## config.mk

```make
export PLATFORM = sky130hd
export DESIGN_NAME = bcd_run_controller
export DESIGN_NICKNAME = d
export VERILOG_FILES = /design/src/rtl/bcd_run_controller.sv
export SDC_FILE = /design/constraint.sdc
export NUM_CORES = 1
export LEC_CHECK = 0
export CAP_MARGIN = 20
export CORE_ASPECT_RATIO = 0.7
export CORE_UTILIZATION = 28
export CTS_CLUSTER_DIAMETER = 150
export DETAILED_ROUTE_END_ITERATION = 6
export PLACE_DENSITY = 0.43
export SETUP_SLACK_MARGIN = 0.15
export SYNTH_ARGS = -nofsm -noshare
export SYNTH_HDL_FRONTEND = slang
export SYNTH_SLANG_ARGS = --single-unit
```

## constraint.sdc

```tcl
create_clock -name CLOCK_50 -period 2.86 [get_ports CLOCK_50]
set_input_delay 0.429 -clock CLOCK_50 [delete_from_list [all_inputs] [get_ports CLOCK_50]]
set_output_delay 0.429 -clock CLOCK_50 [all_outputs]
set_load 0.02 [all_outputs]
```

## src/rtl/bcd_run_controller.sv

```systemverilog
// bcd_run_controller
//   Start/pause/clear sequencer for the two-digit BCD display counter.
//   A built-in prescaler turns CLOCK_50 into a one-cycle count tick.
//   The digits count up from 00 or down from MAX_COUNT, in packed BCD.
//
// Parameters
//   TICK_DIV   CLOCK_50 cycles per count tick (>= 2)
//   MAX_COUNT  terminal value, decimal 1..99
//
// Ports
//   CLOCK_50    in   system clock; all logic is on posedge
//   KEY0        in   synchronous reset, active-high
//   start_stop  in   button level; a rising edge is one start/pause command
//   clear       in   button level; a rising edge returns the counter to IDLE
//   dir         in   0 = up from 00, 1 = down from MAX_COUNT (used only in IDLE)
//   bcd_ones    out  ones digit, 0..9
//   bcd_tens    out  tens digit, 0..9
//   tick        out  one-cycle pulse, high in the same cycle as the new digits
//   running     out  high while counting
//   done        out  high once the terminal value has been reached
//
// Build option
//   AUTO_RELOAD_EN  When defined, the counter wraps at the terminal value
//                   instead of stopping: up goes MAX_COUNT -> 00 and down
//                   goes 00 -> MAX_COUNT. The counter stays in RUN, and done
//                   is tied low.
module bcd_run_controller #(
  parameter int TICK_DIV  = 50_000_000,
  parameter int MAX_COUNT = 20
) (
  input  logic       CLOCK_50,
  input  logic       KEY0,
  input  logic       start_stop,
  input  logic       clear,
  input  logic       dir,
  output logic [3:0] bcd_ones,
  output logic [3:0] bcd_tens,
  output logic       tick,
  output logic       running,
  output logic       done
);

  localparam int            PW         = (TICK_DIV > 1) ? $clog2(TICK_DIV) : 1;
  localparam logic [PW-1:0] PRESC_LAST = PW'(TICK_DIV - 1);
  localparam logic [3:0]    MAX_ONES   = 4'(MAX_COUNT % 10);
  localparam logic [3:0]    MAX_TENS   = 4'(MAX_COUNT / 10);

  typedef enum logic [1:0] {IDLE, RUN, PAUSE, DONE} state_t;

  state_t        state, state_nx;
  logic [7:0]    digits, digits_nx;
  logic [PW-1:0] presc, presc_nx;
  logic          dir_lat, dir_nx;
  logic          tick_q, tick_nx;
  logic          start_stop_p0, clear_p0;
  logic          start_cmd, clear_cmd;

  // Packed {tens, ones} value the counter starts from for a given direction.
  function automatic logic [7:0] start_value(input logic down);
    return down ? {MAX_TENS, MAX_ONES} : 8'h00;
  endfunction

  // Value at which counting stops (or wraps) for a given direction.
  function automatic logic is_terminal(input logic [7:0] v, input logic down);
    return down ? (v == 8'h00) : (v == {MAX_TENS, MAX_ONES});
  endfunction

  // One BCD step. A carry or borrow passes from ones into tens at 9 <-> 0.
  function automatic logic [7:0] bcd_step(input logic [7:0] v, input logic down);
    logic [3:0] o;
    logic [3:0] t;
    o = v[3:0];
    t = v[7:4];
    if (!down) begin
      if (o == 4'd9) begin
        o = 4'd0;
        t = t + 4'd1;
      end else begin
        o = o + 4'd1;
      end
    end else begin
      if (o == 4'd0) begin
        o = 4'd9;
        t = t - 4'd1;
      end else begin
        o = o - 4'd1;
      end
    end
    return {t, o};
  endfunction

  assign start_cmd = start_stop & ~start_stop_p0;
  assign clear_cmd = clear & ~clear_p0;

  always_comb begin
    state_nx  = state;
    digits_nx = digits;
    presc_nx  = presc;
    dir_nx    = dir_lat;
    tick_nx   = 1'b0;

    if (clear_cmd) begin
      state_nx  = IDLE;
      digits_nx = start_value(dir);
      presc_nx  = '0;
    end else begin
      case (state)
        IDLE: begin
          digits_nx = start_value(dir);
          if (start_cmd) begin
            state_nx = RUN;
            dir_nx   = dir;
            presc_nx = '0;
          end
        end
        RUN: begin
          if (presc == PRESC_LAST) begin
            presc_nx = '0;
            tick_nx  = 1'b1;
`ifdef AUTO_RELOAD_EN
            digits_nx = is_terminal(digits, dir_lat) ? start_value(dir_lat)
                                                     : bcd_step(digits, dir_lat);
`else
            digits_nx = bcd_step(digits, dir_lat);
            if (is_terminal(digits_nx, dir_lat)) begin
              state_nx = DONE;
            end
`endif
          end else begin
            presc_nx = presc + 1'b1;
          end
          // A pause in the same cycle still applies that cycle's tick.
          // Landing on the terminal value takes precedence over the pause.
          if (start_cmd && (state_nx == RUN)) begin
            state_nx = PAUSE;
          end
        end
        PAUSE: begin
          if (start_cmd) begin
            state_nx = RUN;
          end
        end
        DONE: begin
          if (start_cmd) begin
            state_nx  = RUN;
            digits_nx = start_value(dir_lat);
            presc_nx  = '0;
          end
        end
        default: state_nx = IDLE;
      endcase
    end
  end

  // Stage p0: button history, state, and registered outputs
  always_ff @(posedge CLOCK_50) begin
    if (KEY0) begin
      state         <= IDLE;
      digits        <= 8'h00;
      presc         <= '0;
      dir_lat       <= 1'b0;
      tick_q        <= 1'b0;
      start_stop_p0 <= 1'b0;
      clear_p0      <= 1'b0;
    end else begin
      state         <= state_nx;
      digits        <= digits_nx;
      presc         <= presc_nx;
      dir_lat       <= dir_nx;
      tick_q        <= tick_nx;
      start_stop_p0 <= start_stop;
      clear_p0      <= clear;
    end
  end

  assign bcd_tens = digits[7:4];
  assign bcd_ones = digits[3:0];
  assign tick     = tick_q;
  assign running  = (state == RUN);
`ifdef AUTO_RELOAD_EN
  assign done     = 1'b0;
`else
  assign done     = (state == DONE);
`endif

endmodule

```

==> impl_table.tex, run 1 <==
\begin{tabular}{lr}
\hline
Metric & Value \\
\hline
\multicolumn{2}{l}{\textbf{Synthesis}} \\
\quad Yosys Warn Count & 0 \\
\quad Combined area of all synthesized cells & 2564 sq um \\
\quad Yosys reg bits & 40 \\
\quad Nets in the synthesized netlist & 337 \\
\quad Sequential fraction of the synthesis area & 0.3123 \\
\quad Top FF cell, synth & dfxtp\_1 \\
\quad Syn Inst Count & 322 \\
\quad Number of different library cells in the post-synthesis netlist & 66 \\
\quad Share of async-settable or async-resettable flops after synthesis & 0 \\
\quad Count of flip-flops with a built-in enable after synthesis & 0 \\
\quad Synthesized area per cell & 7.962 sq um \\
\multicolumn{2}{l}{\textbf{Timing}} \\
\quad Unrepaired setup endpoints after global routing & no \\
\quad Accumulated negative setup slack & 0 ns \\
\quad Transition time at the pin with the least slew margin & 0.5899 ns \\
\quad Maximum achievable frequency & 402.3 MHz \\
\quad Shortest clock period the worst path allows after layout & 2.486 ns \\
\quad Number of max-slew violations in the final report & 0 \\
\quad Ratio of final minimum period to clock period & 0.8692 \\
\quad Final Hold Fails & 0 \\
\quad Worst clock skew on the final layout & 0.004316 ns \\
\quad \# setup viols final & 0 \\
\quad Worst path setup slack after routing & 0.3740 ns \\
\quad Slew headroom & 0.6031 \\
\multicolumn{2}{l}{\textbf{GRT}} \\
\quad Largest net degree at the start of global routing & 30 \\
\quad Number of global-route vias before repair & 2054 \\
\quad Aggregate global routing overflow & 0 \\
\quad Global-route wire length before repair & 11140 um \\
\quad Overall fraction of global-route tracks in use & 0.1527 \\
\quad Number of antenna violations at the first check in global routing & 0 \\
\multicolumn{2}{l}{\textbf{Worst setup path}} \\
\quad Cell type group with the largest total delay on the critical path & compound AO/OA/AOI/OAI gates \\
\quad CP endpoint kind & flip-flop \\
\quad Bufs and invs on worst path & 1 \\
\quad Critical path fanouts, max & 10 \\
\quad Startpoint kind of the worst setup timing path & flip-flop \\
\quad Largest stage delay, worst path & 0.49 ns \\
\quad Arrival time at the worst endpoint & 2.67 ns \\
\quad CP Data Required Time & 3.05 ns \\
\quad Crit-path slowest cell & dfxtp\_1 \\
\quad Cell Chain, Critical Path & inv\_1 -> ha\_1 -> nor4bb\_1 -> a31oi\_1 -> a21oi\_1 -> o32ai\_1 -> nand4\_1 -> a221oi\_1 \\
\quad Critical path class & reg -> reg \\
\multicolumn{2}{l}{\textbf{Floorplan}} \\
\quad Core Area & 8653 sq um \\
\quad DIE WIDTH & 116.4 um \\
\quad Die Ht & 82.06 um \\
\quad Standard-cell row count & 28 \\
\quad Effective utilization at floorplan & 0.2963 \\
\quad I/O pin cnt & 16 \\
\quad Area of the die & 9549 sq um \\
\multicolumn{2}{l}{\textbf{Finish}} \\
\quad Count of nets after finishing & 350 \\
\quad Most used cells in the layout excluding fill and tap cells & 40 x dfxtp\_1, 31 x a21oi\_1, 29 x nor2\_1, 20 x o21ai\_0, 18 x nand2\_1 \\
\quad Leading cell type in the layout, fill and taps excluded & dfxtp\_1 \\
\quad Diodes inserted & 0 \\
\quad Share of layout cells above drive strength 1 & 0.1071 \\
\quad P\&R area growth vs syn & 18.25\% \\
\multicolumn{2}{l}{\textbf{Pwr}} \\
\quad Combinational share of power & 0.085 \\
\quad Share of total power in sequential cells & 0.414 \\
\quad Pleak & 0.9969 nW \\
\quad Worst IR Drop VDD & 0.0002202 V \\
\quad Clock network power share & 0.502 \\
\quad P per Cell Area & 453.7 nW/um\^{}2 \\
\quad Internal Dissipation & 1.066 mW \\
\quad Net switching component of the power & 0.3096 mW \\
\quad Share of total power consumed by net switching & 0.2251 \\
\multicolumn{2}{l}{\textbf{Detailed routing}} \\
\quad Residual antenna-violating net count after detailed routing & 0 \\
\quad Detailed Route WL & 6786 um \\
\quad DRC errors left & 0 \\
\quad Detailed-route via count & 2407 \\
\quad Wire length per cell & 14.88 um \\
\quad Avg Vias per Cell & 5.279 \\
\quad TritonRoute pass-1 iters & 4 \\
\quad Detailed Route Iter0 Violations & 158 \\
\multicolumn{2}{l}{\textbf{Status}} \\
\quad Status & finished clean \\
\multicolumn{2}{l}{\textbf{Clock network}} \\
\quad TritonCTS clock tree & done \\
\quad Total number of clock tree sinks & 40 \\
\quad Number of buffers added by the clock tree synthesis step & 5 \\
\quad Buffers inserted during post-CTS setup optimization & 0 \\
\quad Clock slew at the register clock pins of the worst setup and hold paths & 0.06 ns \\
\quad Number of H-tree levels & 2 \\
\quad Count of cells resized by post-cts repair & 0 \\
\quad Post-CTS Hold Buffers & 0 \\
\quad Number of buffers between clock root and the deepest sink & 2 \\
\quad Root Driver & clkbuf\_16 \\
\quad Clock Latency Late Sink & 0.28 ns \\
\multicolumn{2}{l}{\textbf{Worst hold path}} \\
\quad Worst Hold Class & reg -> reg \\
\multicolumn{2}{l}{\textbf{Job}} \\
\quad Number of max-capacitance violations reported & 0 \\
\multicolumn{2}{l}{\textbf{Placement}} \\
\quad DP Worst Slack & 0.4202 ns \\
\quad DPL Wire Length & 4799 um \\
\quad PortBufs & 15 \\
\quad GP Congestion & 0.7678 \\
\hline
\end{tabular}
==> final cells by class <==
cell class | instances | area [sq um]
Multi-Input combinational cell | 250 | 1624
Clock buffer | 7 | 152.6
Sequential cell | 40 | 800.8
Tap cell | 120 | 150.1
Fill cell | 911 | 5622
Inverter | 13 | 48.80
Timing Repair Buffer | 25 | 225.2
Clock inverter | 1 | 30.03
==> worst reg2reg max path: cells and delay by family (launching register included) <==
family          cells  cell delay, ns
compound gates      4            1.08
fa+ha+maj           1            0.29
buf+inv             1            0.16
flops               1            0.49
simple gates        2            0.38
==> cells in the mapped netlist, types with 3 or more instances <==
library cell,n,area (sq um)
a21o_1,4,30.03
a22oi_1,5,37.54
a41oi_1,3,26.28
nor2_1,29,108.9
nand2_1,18,67.56
o21ai_0,20,100.1
mux2i_1,3,30.03
nor2b_1,5,31.28
a211oi_1,6,45.04
a311oi_1,9,78.83
nor4_1,5,31.28
and3_1,4,25.02
nand2b_1,5,31.28
a31oi_1,9,56.30
buf_2,3,15.01
ha_1,10,125.1
dfxtp_1,40,800.8
inv_1,13,48.80
nand3_1,12,60.06
nand4_1,6,37.54
clkbuf_1,12,45.04
or3_1,3,18.77
nor3_1,9,45.04
nand3b_1,3,22.52
a21oi_1,31,155.2
==> metrics by stage <==
step | power [mW] | cell area, sq um | hold slack, ns | instances | utilization
after floorplan | 0.6561 | 2564 | 0.4531 | 322 | -
after global placement | 0.7009 | 2849 | 0.4780 | 448 | 0.3292
after detailed placement | 0.6979 | 2849 | 0.4829 | 448 | 0.3292
after CTS | 1.392 | 3032 | 0.4928 | 456 | 0.3503
after global routing | 1.435 | 3032 | 0.5037 | 456 | 0.3503
final | 1.375 | 3032 | 0.4952 | 456 | 0.3503
==> per-layer routing <==
metal,routed length (um),track usage,part of all wire
met1,3944,0.2506,0.58
met2,2493,0.1870,0.37
met3,321,0.03542,0.047
met4,27,0.03462,0.0040
met5,0,0,0
==> path summary, 6_finish.rpt <==
kind	cells past startpoint	slack, ns	end	start
min reg2reg	2	0.50	presc[23]	presc[23]
max reg2reg	8	0.37	state[0]	digits[0]
min	2	0.50	presc[23]	presc[23]
max	8	0.37	state[0]	digits[0]
==> flip-flops by register name (all words and copies together) (netlist names) <==
name	cells
state	2
digits	8
start_stop_p0	1
dir_lat	1
clear_p0	1
tick	1
presc	26
==> cells by family (layout without fill, tap and decap cells) <==
group                      count (synthesis)  after routing  synth area share
and+or+nand+nor                          125            125            0.2840
xor gates and xnor gates                   2              2          0.006834
buffers and inverters                     32             46           0.05417
AOI/OAI and AO/OA                        109            109            0.2777
adders and majority gates                 10             10           0.04880
muxes                                      4              4           0.01611
DFF                                       40             40            0.3123
==> power groups by stage <==
stage	clock, mW	combinational (mW)	sequential, mW
detailed placement	0	0.117	0.581
global placement	0	0.119	0.581
CTS	0.706	0.118	0.568
finish	0.690	0.116	0.569
floorplan	0	0.0767	0.579
global route	0.735	0.131	0.569
No activity file was read; power rests on OpenSTA's default activity.
==> run 2: changes to the inputs <==
Settings changed: CTS_CLUSTER_DIAMETER 150 to 40.
==> results of run 2 <==
Final layout, timing and power as in run 1 (identical DEF).
